**config.mk**
```make
export PLATFORM = sky130hd
export DESIGN_NAME = vscale_htif_tohost_poller
export DESIGN_NICKNAME = d
export VERILOG_FILES = /design/src/rtl/vscale_htif_tohost_poller_pkg.sv /design/src/rtl/vscale_htif_delay_cnt.sv /design/src/rtl/vscale_htif_tohost_poller.sv
export SDC_FILE = /design/constraint.sdc
export NUM_CORES = 1
export LEC_CHECK = 0
export BUFFER_PORTS_ARGS = -buffer_cell sky130_fd_sc_hd__buf_2
export CAP_MARGIN = 20
export CORE_ASPECT_RATIO = 0.9
export CORE_MARGIN = 5
export CORE_UTILIZATION = 25
export CTS_CLUSTER_DIAMETER = 200
export CTS_CLUSTER_SIZE = 24
export DETAILED_ROUTE_END_ITERATION = 16
export GPL_TIMING_DRIVEN = 0
export PLACE_DENSITY = 0.48
export SLEW_MARGIN = 10
export SYNTH_ARGS = -nofsm -noshare
export SYNTH_HDL_FRONTEND = slang
export SYNTH_SLANG_ARGS = --single-unit
```
**constraint.sdc**
```tcl
create_clock -name clk -period 3.25 [get_ports clk]
set_input_delay 0.325 -clock clk [delete_from_list [all_inputs] [get_ports clk]]
set_output_delay 0.325 -clock clk [all_outputs]
set_load 0.005 [all_outputs]
```
**src/rtl/vscale_htif_tohost_poller_pkg.sv**
```systemverilog
// Shared types and constants for the host-side HTIF tohost poller.
package vscale_htif_tohost_poller_pkg;

  localparam int CSR_ADDR_WIDTH = 12;
  localparam int HTIF_PCR_WIDTH = 64;

  localparam logic [CSR_ADDR_WIDTH-1:0] CSR_ADDR_TO_HOST = 12'h780;
  localparam logic [HTIF_PCR_WIDTH-1:0] HTIF_TOHOST_PASS = 64'd1;

  typedef enum logic [2:0] {
    ST_IDLE       = 3'd0,
    ST_START_WAIT = 3'd1,
    ST_RD_REQ     = 3'd2,
    ST_RD_RESP    = 3'd3,
    ST_GAP        = 3'd4,
    ST_WR_REQ     = 3'd5,
    ST_WR_RESP    = 3'd6,
    ST_DONE       = 3'd7
  } poller_state_t;

  // A nonzero tohost other than the pass value carries the failing test number in its upper bits.
  function automatic logic [HTIF_PCR_WIDTH-2:0] decode_fail_code(input logic [HTIF_PCR_WIDTH-1:0] value);
    if (value == HTIF_TOHOST_PASS) begin
      return '0;
    end
    return value[HTIF_PCR_WIDTH-1:1];
  endfunction

endpackage

```
**src/rtl/vscale_htif_delay_cnt.sv**
```systemverilog
// Loadable down-counter with a zero flag, used for the start delay and the inter-poll gap.
module vscale_htif_delay_cnt
  import vscale_htif_tohost_poller_pkg::*;
#(
  parameter int                CNT_W       = 32,
  parameter logic [CNT_W-1:0]  RESET_VALUE = '0
) (
  input  logic             clk,
  input  logic             reset,
  input  logic             load,
  input  logic [CNT_W-1:0] load_value,
  input  logic             dec,
  output logic             zero
);

  logic [CNT_W-1:0] count;

  assign zero = (count == '0);

  // Load takes priority over decrement; the count parks at zero instead of wrapping.
  always_ff @(posedge clk) begin
    if (reset) begin
      count <= RESET_VALUE;
    end else if (load) begin
      count <= load_value;
    end else if (dec && !zero) begin
      count <= count - CNT_W'(1);
    end
  end

endmodule

```
**src/rtl/vscale_htif_tohost_poller.sv**
```systemverilog
// Host-side HTIF agent: polls tohost over the PCR channel, acknowledges a result by writing 0,
// and reports pass / fail code / timeout to the simulation harness.
module vscale_htif_tohost_poller
  import vscale_htif_tohost_poller_pkg::*;
#(
  parameter int START_DELAY   = 64,
  parameter int POLL_INTERVAL = 16,
  parameter int MAX_POLLS     = 100000,
  parameter int CNT_W         = 32
) (
  input  logic                        clk,
  input  logic                        reset,
  input  logic                        enable,
  output logic                        htif_pcr_req_valid,
  input  logic                        htif_pcr_req_ready,
  output logic                        htif_pcr_req_rw,
  output logic [CSR_ADDR_WIDTH-1:0]   htif_pcr_req_addr,
  output logic [HTIF_PCR_WIDTH-1:0]   htif_pcr_req_data,
  input  logic                        htif_pcr_resp_valid,
  output logic                        htif_pcr_resp_ready,
  input  logic [HTIF_PCR_WIDTH-1:0]   htif_pcr_resp_data,
  output logic                        done,
  output logic                        pass,
  output logic                        timeout,
  output logic [HTIF_PCR_WIDTH-2:0]   fail_code,
  output logic [CNT_W-1:0]            poll_count
);

  // The counter exits on zero, so it is loaded with one less than the cycles to spend in the state.
  localparam logic [CNT_W-1:0] START_LOAD = (START_DELAY > 0) ? CNT_W'(START_DELAY - 1) : '0;
  localparam logic [CNT_W-1:0] GAP_LOAD   = (POLL_INTERVAL > 0) ? CNT_W'(POLL_INTERVAL - 1) : '0;
  localparam logic [CNT_W:0]   POLL_LIMIT = (CNT_W+1)'(MAX_POLLS);

  poller_state_t state;
  poller_state_t next_state;

  logic             cnt_load;
  logic [CNT_W-1:0] cnt_load_value;
  logic             cnt_dec;
  logic             cnt_zero;

  logic req_fire;
  logic resp_fire;
  logic rd_resp_fire;
  logic read_zero;
  logic poll_limit;

  logic req_valid_next;
  logic req_rw_next;
  logic resp_ready_next;
  logic done_next;

  assign htif_pcr_req_addr = CSR_ADDR_TO_HOST;
  assign htif_pcr_req_data = '0;

  assign req_fire     = htif_pcr_req_valid && htif_pcr_req_ready;
  assign resp_fire    = htif_pcr_resp_valid && htif_pcr_resp_ready;
  assign rd_resp_fire = (state == ST_RD_RESP) && resp_fire;
  assign read_zero    = (htif_pcr_resp_data == '0);
  assign poll_limit   = ({1'b0, poll_count} + (CNT_W+1)'(1)) >= POLL_LIMIT;

  vscale_htif_delay_cnt #(
    .CNT_W       (CNT_W),
    .RESET_VALUE (START_LOAD)
  ) u_delay_cnt (
    .clk        (clk),
    .reset      (reset),
    .load       (cnt_load),
    .load_value (cnt_load_value),
    .dec        (cnt_dec),
    .zero       (cnt_zero)
  );

  // State register.
  always_ff @(posedge clk) begin
    if (reset) begin
      state <= ST_IDLE;
    end else begin
      state <= next_state;
    end
  end

  // Next-state selection; each request state waits for its handshake, each response state for resp_valid.
  always_comb begin
    next_state = state;
    case (state)
      ST_IDLE: begin
        if (enable) next_state = ST_START_WAIT;
      end
      ST_START_WAIT: begin
        if (cnt_zero) next_state = ST_RD_REQ;
      end
      ST_RD_REQ: begin
        if (req_fire) next_state = ST_RD_RESP;
      end
      ST_RD_RESP: begin
        if (resp_fire) begin
          if (!read_zero) begin
            next_state = ST_WR_REQ;
          end else if (poll_limit) begin
            next_state = ST_DONE;
          end else if (POLL_INTERVAL == 0) begin
            next_state = ST_RD_REQ;
          end else begin
            next_state = ST_GAP;
          end
        end
      end
      ST_GAP: begin
        if (!enable) begin
          next_state = ST_IDLE;
        end else if (cnt_zero) begin
          next_state = ST_RD_REQ;
        end
      end
      ST_WR_REQ: begin
        if (req_fire) next_state = ST_WR_RESP;
      end
      ST_WR_RESP: begin
        if (resp_fire) next_state = ST_DONE;
      end
      ST_DONE: begin
        next_state = ST_DONE;
      end
      default: begin
        next_state = ST_IDLE;
      end
    endcase
  end

  // Output decode from the upcoming state so the strobes register in step with the state itself.
  always_comb begin
    req_valid_next  = (next_state == ST_RD_REQ) || (next_state == ST_WR_REQ);
    req_rw_next     = (next_state == ST_WR_REQ);
    resp_ready_next = (next_state == ST_RD_RESP) || (next_state == ST_WR_RESP);
    done_next       = (next_state == ST_DONE);
    cnt_load        = 1'b0;
    cnt_load_value  = START_LOAD;
    cnt_dec         = 1'b0;
    if ((next_state == ST_START_WAIT) && (state != ST_START_WAIT)) begin
      cnt_load       = 1'b1;
      cnt_load_value = START_LOAD;
    end else if ((next_state == ST_GAP) && (state != ST_GAP)) begin
      cnt_load       = 1'b1;
      cnt_load_value = GAP_LOAD;
    end else if ((state == ST_START_WAIT) || (state == ST_GAP)) begin
      cnt_dec = 1'b1;
    end
  end

  // Registered handshake strobes plus the sticky result flags and saturating poll counter.
  always_ff @(posedge clk) begin
    if (reset) begin
      htif_pcr_req_valid  <= 1'b0;
      htif_pcr_req_rw     <= 1'b0;
      htif_pcr_resp_ready <= 1'b0;
      done                <= 1'b0;
      pass                <= 1'b0;
      timeout             <= 1'b0;
      fail_code           <= '0;
      poll_count          <= '0;
    end else begin
      htif_pcr_req_valid  <= req_valid_next;
      htif_pcr_req_rw     <= req_rw_next;
      htif_pcr_resp_ready <= resp_ready_next;
      done                <= done_next;
      if (rd_resp_fire) begin
        if (poll_count != '1) begin
          poll_count <= poll_count + CNT_W'(1);
        end
        if (!read_zero) begin
          pass      <= (htif_pcr_resp_data == HTIF_TOHOST_PASS);
          fail_code <= decode_fail_code(htif_pcr_resp_data);
        end else if (poll_limit) begin
          timeout <= 1'b1;
        end
      end
    end
  end

endmodule

```
## After elaboration in Yosys (flattened, before gate mapping)

Index checks and enable logic that the tools add are counted.
Widths: inputs -> output; s select.

| cells by class | value |
|---|---|
| $add $sub $neg | 3 |
| multipliers | 0 |
| div/mod/pow operators | 0 |
| magnitude comparators | 1 |
| eq/ne operators | 18 |
| shift operators | 0 |
| mux-type cells | 25 |
| bitwise logic cells | 1 |
| reductions and logical operators | 17 |

Operators with widths:

| cell | count |
|---|---|
| $mux 63 | 2 |
| $eq 64x1->1 const B | 1 |
| $logic_not 64->1 | 1 |
| $mux 32 | 2 |
| $add 32x1->33 const B | 1 |
| $ge 33x17->1 const B | 1 |
| $add 32x1->32 const B | 1 |
| $logic_not 32->1 | 1 |
| $ne 32x32->1 const B | 1 |
| $sub 32x1->32 const B | 1 |
| $eq 3x3->1 const B | 8 |
| $pmux 3 s8 | 1 |
| $mux 3 | 7 |
| $eq 3x2->1 const B | 4 |
| $mux 6 | 2 |
| $mux 1 | 9 |
| $eq 3x1->1 const B | 2 |
| $logic_and 1x1->1 | 6 |
| $mux 2 | 2 |
| $reduce_and 2->1 | 2 |
| $logic_not 3->1 | 1 |
| $logic_or 1x1->1 | 3 |
| $ne 3x1->1 const B | 1 |
| $ne 3x3->1 const B | 1 |
| other kinds (4) | 4 |

| word-level totals | value |
|---|---|
| register bits | 136 |
| bits in latches | 0 |
| RAM bits | 0 |
| memory bits (read-only) | 0 |
| bits of input ports | 69 |
| output and inout bits | 177 |
| word-level logic and storage cells | 75 |
| memories kept | 0 |

## Depth between registers and ports, before layout

Gate-level depths: netlist (run 1).

| logic depth | value |
|---|---|
| depth in word-level cells | 13 |
| gate-level depth with buffers | 14 |

## Modules after synthesis

From an unflattened synthesis (run 1), not the netlist that was laid out.

| unflattened totals | value |
|---|---|
| cells, all modules | 858 |
| area total of the unflattened synthesis | 7121.8 µm² |

Modules (own cells, without submodules):

| module | instances | cells an instance | area an instance (µm²) |
|---|---|---|---|
| vscale_htif_tohost_poller | 1 | 616 | 5171.2 |
| vscale_htif_delay_cnt | 1 | 242 | 1950.6 |

## Worst setup path before layout (run 1)

OpenSTA, ideal clock, no wires.

| timing | value |
|---|---|
| path type | flip-flop to flip-flop |
| start | register poll_count[0] |
| end | register u_delay_cnt.count[10] |
| library setup time | 0.074 ns |
| data arrival time | 3.329 ns |
| required time | 3.176 ns |
| path slack | -0.154 ns |
| cell stages (with the launch flop) | 15 |
| buffers on the path | 3 |
| clock period less this slack | 3.404 ns |
| cells stage by stage | dfxtp_1 > ha_1 > and4_1 > and4_1 > buf_2 > o2111a_1 > o22ai_1 > or4_1 > nor4_2 > o21ai_2 > and3_4 > o211a_4 > buf_6 > buf_6 > nor3_2 |

| on the way | value |
|---|---|
| word-level cells in the longest chain between the ends | 12 |
| elaborated cells on any way between the ends | 17 |
| classes of those cells | add/sub: 1; order compare: 1; eq/ne: 2; mux: 9; reduce/logical: 4 |

RTL lines:

| item | RTL line | source |
|---|---|---|
| start, declared | vscale_htif_tohost_poller.sv:26 | `output logic [CNT_W-1:0] poll_count` |
| start signal, assigned | vscale_htif_tohost_poller.sv:169 | `poll_count <= poll_count + CNT_W'(1);` |
| $add 32x1->33 (*) | vscale_htif_tohost_poller.sv:60 | `assign poll_limit = ({1'b0, poll_count} + (CNT_W+1)'(1)) >= POLL_LIMIT;` |
| $ge 33x17->1 (*) | vscale_htif_tohost_poller.sv:60 |  |
| $mux 2 (*) | vscale_htif_tohost_poller.sv:100 | `end else if (poll_limit) begin` |
| $mux 2 (*) | vscale_htif_tohost_poller.sv:98 | `if (!read_zero) begin` |
| $mux 3 (*) | vscale_htif_tohost_poller.sv:97 | `if (resp_fire) begin` |
| $pmux 3 s8 (*) | vscale_htif_tohost_poller.sv:86 | `case (state)` |
| $eq 3x3->1 | vscale_htif_tohost_poller.sv:143 | `end else if ((next_state == ST_GAP) && (state != ST_GAP)) begin` |
| $logic_and 1x1->1 | vscale_htif_tohost_poller.sv:143 |  |
| $mux 1 | vscale_htif_tohost_poller.sv:143 |  |
| $mux 1 | vscale_htif_tohost_poller.sv:140 | `if ((next_state == ST_START_WAIT) && (state != ST_START_WAIT)) begin` |
| $logic_and 1x1->1 | vscale_htif_delay_cnt.sv:26 | `end else if (dec && !zero) begin` |
| $reduce_bool 2->1 (no source line) | -- |  |
| end signal, assigned | vscale_htif_delay_cnt.sv:25 | `count <= load_value;` |
| end signal, assigned | vscale_htif_delay_cnt.sv:27 | `count <= count - CNT_W'(1);` |
| end, declared | vscale_htif_delay_cnt.sv:16 | `logic [CNT_W-1:0] count;` |

Mark *: on every way between the ends. The rest lies on a longest branch, timed or not.
A chain may end at the register's enable or synchronous reset.

## Worst setup path after layout (run 1)

| timing | value |
|---|---|
| start | register poll_count[16] |
| end | register u_delay_cnt.count[1] |

The elaborated chain is that of the path after synthesis.

==> results of run 1 <==
==> per-stage QoR <==
stage               TNS (ns)  hold WS [ns]  util, %  worst slack [ns]  cell area (um^2)
floorplan                  0         0.453        -           0.00207              7240
global placement      -20.45         0.453     31.4            -0.664              8520
detailed placement    -23.61         0.463     31.4            -0.748              8520
CTS                    -3.44         0.140     35.1            -0.150              9540
global route           -5.81         0.155     36.0            -0.247              9780
finish                 -2.08         0.161     36.0            -0.132              9780
==> worst min path at each step <==
stage	from	to	slack (ns)	cells past startpoint
detailed placement	timeout	timeout	0.46	2
floorplan	u_delay_cnt.count[19]	u_delay_cnt.count[19]	0.45	2
CTS	htif_pcr_resp_data[25]	fail_code[24]	0.14	3
finish	htif_pcr_resp_data[28]	fail_code[27]	0.16	3
global placement	timeout	timeout	0.45	2
global route	htif_pcr_resp_data[49]	fail_code[48]	0.16	3
==> registers in the layout (all words and copies together), names as in the netlist <==
signal,cells
htif_pcr_resp_ready,1
done,1
fail_code,63
poll_count,32
htif_pcr_req_rw,1
u_delay_cnt.count,32
timeout,1
pass,1
htif_pcr_req_valid,1
state,3
==> area by class of cell <==
cell class | count | area share [%]
Buffer | 119 | 8.55
Tap cell | 354 | 4.53
Antenna cell | 2 | 0.0512
Clock inverter | 15 | 2.02
Multi-Input combinational cell | 620 | 40.2
Clock buffer | 17 | 4.35
Sequential cell | 136 | 28.3
Inverter | 5 | 0.192
Timing Repair Buffer | 198 | 11.8
==> power by group <==
part	leakage (nW)	internal [mW]	switching, mW
Combinational	2.74	0.134	0.136
Clock	0.303	1.18	0.880
Sequential	1.11	1.66	0.00404
==> worst register-to-register path: cells and delay by family (launching register included) <==
family | cells | cell delay, ns
buf+inv | 3 | 0.44
flops | 1 | 0.36
compound gates | 3 | 0.48
simple gates | 7 | 1.99
==> logic make-up (layout without fill, tap and decap cells) <==
| family | Yosys count | after routing | share of synthesized area [%] |
|---|---|---|---|
| xor+xnor | 56 | 56 | 7.08 |
| buf+inv | 129 | 354 | 11.6 |
| fa+ha+maj | 4 | 4 | 0.722 |
| simple gates | 347 | 347 | 27.1 |
| compound gates | 134 | 134 | 13.7 |
| other cells | 2 | 78 | 0.108 |
| flops | 136 | 136 | 39.3 |
| mux | 3 | 3 | 0.451 |
==> timing repair <==
item                                    4_1_cts  5_1_grt
resized for setup                            57       43
pin swaps                                    19       42
cloned                                        3        0
endpoints found under the setup margin       35       72
buffers inserted                             14       14
==> cells in the final DEF, fill, tap and decap left out, types with 5 or more instances in the layout <==
cell type / instances
buf_2: 168
nor2_1: 115
dfxtp_1: 115
buf_4: 101
conb_1: 76
a22oi_1: 63
nand2_1: 38
clkbuf_1: 31
xnor2_1: 31
nor4_1: 25
nor3_1: 25
xor2_1: 25
nor3_2: 20
nand3_1: 18
or3_1: 18
o21ai_0: 17
clkbuf_16: 17
a21oi_1: 15
nand4_1: 13
dfxtp_2: 12
buf_6: 11
and3_1: 10
dfxtp_4: 9
and2_1: 8
nor2b_1: 6
or4_4: 6
inv_6: 6
inv_1: 5
and4_1: 5
o211ai_1: 5
==> per-layer routing <==
metal / track usage, % / vias up / wire (um)
met5: 0 / - / 0
met4: 4.69 / 0 / 472
met3: 2.87 / 27 / 1390
met2: 22.4 / 197 / 10700
met1: 18.3 / 3068 / 9890
li1: - / 3335 / -
==> flow_summary.ini, run 1 <==
[routing]
avgViaCountPerCell = 4.52
drt_wl_total_um = 22400
drt_iter0_drc = 377
via_count = 6627
drc = 0
dr.pass1.iters = 5
ant_nets = 0
wl_per_cell_um = 15.3

[sta]
maxSlewViolCount = 0
slew_headroom_pct = 44.5
period_minus_slack_ns = 3.38
setup_slack_ns = -0.132
fmaxAchievable_mhz = 296
tightest_slew_ns = 0.833
finClkSkew_ns = 0.0148
fin_crit_sh_pct = 104
rsz0062_at_grt = yes
setup-violations-final = 31
hold_viol = 0

[clock_tree]
cts_tree = yes
clock-sinks = 136
root_buffer = clkbuf_16
clk-insertion-delay-late_ns = 0.43
cts_buffer_depth = 2
clk_pin_slew_ns = 0.08
cts_buffers = 17
holdBufCountCts = 0
htree_levels = 4

[pwr]
power_density_mw_per_mm2 = 408
p_leak_nw = 4.15
finalPower_mw = 4.00
ir_drop_mv = 0.331

[critical_path]
path_buf_inv = 3
path_cells = buf_4, and4_4, and4_1, buf_4, and4_1, o22ai_1, or4_4, nor4_4, o21ai_2, and3_4, o211a_4, buf_6, or3_1
crit_end = u_delay_cnt.count[1]
cp.depth = 13
cpLargestDelayFamily = simple AND/OR/NAND/NOR gates
r2r-end = u_delay_cnt.count[1]
r2r_slack_ns = -0.13
reg2reg_depth = 13
critPathSlowestCell = or4_4
start_kind = flip-flop
worstReg2RegStart = poll_count[16]
crit_fanout = 9
crit_path_max_incr_delay_ns = 0.52
worstPathRequired_ns = 3.55
arrival_ns = 3.68
worst_setup_path_end_kind = flip-flop
criticalPathCategory = flip-flop to flip-flop
startpoint = poll_count[16]

[placement]
place_congestion = 0.796
dp_hpwl_um = 16700
place_inst = 1407
io_buffers = 168

[synthesis]
synth_top_area_cell = dfxtp_1
synthArstFlopShare_pct = 0
synth_common_cells = dfxtp_1 (136), nor2_1 (116), buf_4 (76)
synth_edf_count = 0
synthTopCellsByArea = dfxtp_1 (39%), buf_4 (8.2%), a22oi_1 (6.8%)
syn-cell-area_mm2 = 0.00693
yosysWarnings = 0
post-synth-top-count-cell = dfxtp_1
syn_inst = 811
synth.distinct_cells = 58
synth_ff_type = dfxtp_1
synth_top_area_share_pct = 39.3
synth-seq-area-share_pct = 39.3
synth_area_per_cell_um2 = 8.55
ys_ff_latch = 136

[final_layout]
fin_nets = 1170
multi_input_area_mm2 = 0.00394
layout-area-overhead-vs-synth_pct = 41.2
seqCellArea_mm2 = 0.00277
drive_gt1_share_pct = 36.8
final_cell_count_no_fill = 1466
fillers = 2855

[die]
rows = 57
start_util_pct = 25.5
fp.dieW_um = 186
core-area_mm2 = 0.0272
die-area_mm2 = 0.0312
dieHeight_um = 168
ioPinCount = 246

[global_route]
grt_overflow_total = 0
grt_max_degree = 17
grt_pass1_wl_um = 34600
grt_pass1_vias = 6190
antenna_found_initial = 2
grtUsageTotal_pct = 13.8

[run_status]
run_status = finished, violations left
violations = setup timing

[hold_path]
min_path_type = input pin to flip-flop

[job]
maxCapViolCount = 0
Power figures use the tool's default switching activity.
==> run 2: changes to the inputs <==
--- a/config.mk
+++ b/config.mk
@@ -7,6 +7,8 @@
 export LEC_CHECK = 0
 export BUFFER_PORTS_ARGS = -buffer_cell sky130_fd_sc_hd__buf_2
 export CAP_MARGIN = 20
+export CELL_PAD_IN_SITES_DETAIL_PLACEMENT = 0
+export CELL_PAD_IN_SITES_GLOBAL_PLACEMENT = 1
 export CORE_ASPECT_RATIO = 0.9
 export CORE_MARGIN = 5
 export CORE_UTILIZATION = 25
@@ -14,7 +16,7 @@
 export CTS_CLUSTER_SIZE = 24
 export DETAILED_ROUTE_END_ITERATION = 16
 export GPL_TIMING_DRIVEN = 0
-export PLACE_DENSITY = 0.48
+export PLACE_DENSITY = 0.62
 export SLEW_MARGIN = 10
 export SYNTH_ARGS = -nofsm -noshare
 export SYNTH_HDL_FRONTEND = slang
==> flow_summary.ini, run 2 (synthesized netlist as in run 1, its figures left out) <==
[sta]
period_minus_slack_ns = 3.29
setup_slack_ns = -0.0441
finClkSkew_ns = 0.0165
hold_ws_ns = 0.165
tightest_slew_ns = 0.983
fin_crit_sh_pct = 101
slew_headroom_pct = 34.5
setup-violations-final = 20
hold_viol = 0
fmaxAchievable_mhz = 304
finalSetupTns_ns = -0.343
maxSlewViolCount = 0
rsz0062_at_grt = yes

[die]
die-area_mm2 = 0.0312
fp.dieW_um = 186
dieHeight_um = 168
start_util_pct = 25.5
ioPinCount = 246
rows = 57
core-area_mm2 = 0.0272

[global_route]
grt_max_degree = 17
grt_pass1_wl_um = 34900
grt_pass1_vias = 6294
antenna_found_initial = 1
grtUsageTotal_pct = 13.9
grt_overflow_total = 0

[job]
maxCapViolCount = 0

[routing]
wl_per_cell_um = 15.0
drt_iter0_drc = 418
dr.pass1.iters = 4
avgViaCountPerCell = 4.52
via_count = 6670
drc = 0
drt_wl_total_um = 22200
ant_nets = 0

[clock_tree]
clock-sinks = 136
holdBufCountCts = 0
clk-insertion-delay-late_ns = 0.43
root_buffer = clkbuf_16
clk_pin_slew_ns = 0.08
cts_buffers = 17
htree_levels = 4
cts_tree = yes
cts_buffer_depth = 2

[placement]
dp_hpwl_um = 16400
io_buffers = 168
place_congestion = 0.791
placed_cell_area_mm2 = 0.00852
place_ws_ns = -0.533
place_inst = 1407

[pwr]
ir_drop_mv = 0.348
clkPwrFrac_pct = 52.0
p_leak_nw = 4.22
swShare_pct = 25.9
p_seq_share_pct = 41.4
power_density_mw_per_mm2 = 408
internal_power_mw = 2.98
power_switching_mw = 1.04
combPwrFrac_pct = 6.6

[critical_path]
crit_path_max_incr_delay_ns = 0.57
arrival_ns = 3.64
path_cells = nand3_4, or4_4, o31a_1, nor4_4, o2111ai_2, nor4_4, o21ai_2, and3_4, o211a_4, buf_12, buf_4, nor3_2
start_kind = flip-flop
crit_fanout = 7
criticalPathCategory = flip-flop to flip-flop
critical_path.most_common_cell = nor4_4
worst_setup_path_end_kind = flip-flop
critPathSlowestCell = or4_4
reg2reg_depth = 12
worstPathRequired_ns = 3.60

[final_layout]
fillers = 2873
final_cell_mix = buf_2 (168), buf_4 (116), nor2_1 (115), dfxtp_1 (115), conb_1 (76)
fin_nets = 1180
final_cell_count_no_fill = 1475
largest_register_ffs = 63
reg.largest.list = fail_code (63), poll_count (32), u_delay_cnt.count (32)
final_area_mm2 = 0.00985
layout-area-overhead-vs-synth_pct = 42.1
largest-register = fail_code
mostFrequentLayoutCell = buf_2
drive_gt1_share_pct = 36.9

[hold_path]
min_path_type = input pin to flip-flop
holdPathStages = 3

[run_status]
run_status = finished, violations left
violations = setup timing
[run 2: worst paths after layout]
| kind | from | end | slack [ns] |
|---|---|---|---|
| worst min register to register | fail_code[33] | fail_code[33] | 0.50 |
| worst max-delay path | poll_count[5] | u_delay_cnt.count[8] | -0.04 |
| worst max register to register | poll_count[5] | u_delay_cnt.count[8] | -0.04 |
| worst min-delay path | htif_pcr_resp_data[45] | fail_code[44] | 0.16 |
[run 2: power by group through the flow]
| stage | clock network, mW | logic [mW] | registers (mW) |
|---|---|---|---|
| 3_5_place_dp | 0 | 0.228 | 1.71 |
| 4_1_cts | 2.14 | 0.244 | 1.67 |
| 5_1_grt | 2.21 | 0.291 | 1.66 |
| 3_3_place_gp | 0 | 0.228 | 1.71 |
| 6_report | 2.09 | 0.265 | 1.66 |
| 2_1_floorplan | 0 | 0.148 | 1.71 |
[run 2: stage by stage]
| stage | utilization, % | power (mW) |
|---|---|---|
| floorplan | - | 1.86 |
| global placement | 31.4 | 1.94 |
| detailed placement | 31.4 | 1.94 |
| CTS | 35.0 | 4.05 |
| global route | 36.3 | 4.17 |
| finish | 36.3 | 4.02 |
[run 2: layout make-up]
cell class	instances	area (um^2)	area share [%]
inverters	5	18.8	0.190
repair buffers	209	1210	12.3
clock inverters	15	201	2.04
multi-input cells	620	3970	40.2
plain buffers	118	806	8.18
diodes	1	2.50	0.0254
clock buffers	17	425	4.32
well taps	354	443	4.50
flip-flops and latches	136	2780	28.2
[run 2: repair_timing]
action / CTS / global route
endpoints found under the setup margin: 35 / 85
cloned: 1 / 2
setup buffers: 14 / 25
resized for setup: 56 / 48
pin swaps: 15 / 40
[run 2: per-layer routing]
metal	vias up	GRT usage, %	part of all wire [%]
met5	-	0	0
li1	3353	-	-
met1	3136	18.0	45
met4	0	3.25	1.0
met2	169	23.0	48
met3	12	3.91	6.0
[run 2: worst max-delay path, delay by kind of cell, from the launching register on]
family	cells	cell delay, ns
compound gates	4	0.89
buf+inv	2	0.30
flops	1	0.39
simple gates	6	1.61
==> run 3: changes to the inputs <==
--- a/config.mk
+++ b/config.mk
@@ -8,7 +8,7 @@
 export BUFFER_PORTS_ARGS = -buffer_cell sky130_fd_sc_hd__buf_2
 export CAP_MARGIN = 20
 export CELL_PAD_IN_SITES_DETAIL_PLACEMENT = 0
-export CELL_PAD_IN_SITES_GLOBAL_PLACEMENT = 1
+export CELL_PAD_IN_SITES_GLOBAL_PLACEMENT = 2
 export CORE_ASPECT_RATIO = 0.9
 export CORE_MARGIN = 5
 export CORE_UTILIZATION = 25
@@ -16,7 +16,7 @@
 export CTS_CLUSTER_SIZE = 24
 export DETAILED_ROUTE_END_ITERATION = 16
 export GPL_TIMING_DRIVEN = 0
-export PLACE_DENSITY = 0.62
+export PLACE_DENSITY = 0.76
 export SLEW_MARGIN = 10
 export SYNTH_ARGS = -nofsm -noshare
 export SYNTH_HDL_FRONTEND = slang
==> flow_summary.ini, run 3 (synthesized netlist as in run 1, its figures left out) <==
[die]
die-area_mm2 = 0.0312
core-area_mm2 = 0.0272
dieHeight_um = 168
ioPinCount = 246
rows = 57
fp.dieW_um = 186
start_util_pct = 25.5

[final_layout]
multi_input_area_mm2 = 0.00401
fin_nets = 1176
antennaDiodeCount = 0
layout-area-overhead-vs-synth_pct = 42.2
seqCellArea_mm2 = 0.00278
reg.largest.list = fail_code (63), poll_count (32), u_delay_cnt.count (32)
final_area_mm2 = 0.00985
fillers = 2866
drive_gt1_share_pct = 37.5
final_cell_mix = buf_2 (169), nor2_1 (115), dfxtp_1 (113)
largest_register_ffs = 63
mostFrequentLayoutCell = buf_2
largest-register = fail_code

[critical_path]
crit_fanout = 7
r2r-end = u_delay_cnt.count[11]
worstReg2RegStart = poll_count[1]
reg2reg_depth = 14
arrival_ns = 3.63
criticalPathCategory = flip-flop to flip-flop
worstPathRequired_ns = 3.60
r2r_slack_ns = -0.03
worst_setup_path_end_kind = flip-flop
start_kind = flip-flop

[job]
maxCapViolCount = 0

[clock_tree]
clk-insertion-delay-late_ns = 0.44
clock-sinks = 136
cts_tree = yes
clk_pin_slew_ns = 0.08
holdBufCountCts = 0
root_buffer = clkbuf_16
htree_levels = 4
cts_buffer_depth = 2
cts_buffers = 17

[pwr]
p_leak_nw = 4.23
ir_drop_mv = 0.351
power_density_mw_per_mm2 = 397

[sta]
period_minus_slack_ns = 3.28
finClkSkew_ns = 0.0161
tightest_slew_ns = 0.967
rsz0062_at_grt = yes
slew_headroom_pct = 35.5
setup-violations-final = 20
maxSlewViolCount = 0
hold_ws_ns = 0.153
fmaxAchievable_mhz = 305
finalSetupTns_ns = -0.381
hold_viol = 0
fin_crit_sh_pct = 101
setup_slack_ns = -0.0320

[routing]
dr.pass1.iters = 4
drc = 0
ant_nets = 0
wl_per_cell_um = 15.3
drt_wl_total_um = 22500
via_count = 6606
drt_iter0_drc = 344
avgViaCountPerCell = 4.49

[placement]
dp_hpwl_um = 16600
io_buffers = 168
place_ws_ns = -0.461
placed_cell_area_mm2 = 0.00852
place_congestion = 0.781

[hold_path]
hold_start = htif_pcr_resp_data[45]
holdPathStages = 3
min_path_type = input pin to flip-flop
min_to = fail_code[44]

[global_route]
grt_pass1_vias = 6355
grt_pass1_wl_um = 35100
antenna_found_initial = 0
grt_overflow_total = 0
grtUsageTotal_pct = 14.0
grt_max_degree = 17

[run_status]
run_status = finished, violations left
violations = setup timing
==> run 3: routing by layer <==
| layer | vias up | wire length [um] | GRT usage (%) |
|---|---|---|---|
| met5 | - | 0 | 0 |
| met3 | 24 | 1080 | 3.17 |
| met2 | 136 | 10900 | 22.6 |
| met1 | 3095 | 10200 | 18.7 |
| met4 | 0 | 348 | 3.99 |
| li1 | 3351 | - | - |
==> run 3: worst max-delay path: stages, from the launching register on <==
cell       delay, ns
dfxtp_4         0.38
ha_4            0.16
and4_4          0.24
and4_4          0.26
buf_6           0.13
nand3_4         0.06
xnor2_2         0.15
or4_4           0.52
nor4_4          0.34
o21ai_2         0.10
and3_4          0.17
o211a_4         0.29
buf_12          0.16
clkbuf_16       0.16
nor3_2          0.09
==> run 3: layout make-up <==
cell class / instances / share of cell area (%)
multi-input cells: 620 / 40.7
flip-flops and latches: 136 / 28.2
repair buffers: 205 / 11.9
plain buffers: 118 / 8.47
well taps: 354 / 4.49
clock buffers: 17 / 4.32
clock inverters: 15 / 1.71
inverters: 5 / 0.190
==> run 3: timing repair <==
action                                  4_1_cts  5_1_grt
gates resized for setup                      75       41
endpoints found under the setup margin       35      102
pin swaps                                    19       37
gates cloned                                  1        3
buffers inserted                             19       14
==> run 3: report_power, final <==
group          leakage [nW]  internal [mW]  switching, mW
clock network         0.291           1.10          0.887
registers              1.11           1.66        0.00391
logic                  2.82          0.128          0.135
total                  4.23           2.89           1.03
==> run 3: through the flow <==
| step | power, mW | cells | util (%) |
|---|---|---|---|
| 6_report | 3.91 | 1470 | 36.3 |
| 3_3_place_gp | 1.94 | 1407 | 31.4 |
| 3_5_place_dp | 1.94 | 1407 | 31.4 |
| 5_1_grt | 4.07 | 1470 | 36.3 |
| 2_1_floorplan | 1.86 | 885 | - |
| 4_1_cts | 3.96 | 1457 | 35.2 |
==> run 3: worst max path at each step <==
stage | slack, ns | end | start | cells past startpoint
after detailed placement | -0.46 | u_delay_cnt.count[26] | poll_count[3] | 12
after floorplan | 0.002 | u_delay_cnt.count[10] | poll_count[5] | 13
after CTS | -0.06 | u_delay_cnt.count[9] | u_delay_cnt.count[6] | 12
final | -0.03 | u_delay_cnt.count[11] | poll_count[1] | 14
after global placement | -0.49 | u_delay_cnt.count[9] | poll_count[3] | 12
after global routing | -0.12 | u_delay_cnt.count[9] | poll_count[0] | 14
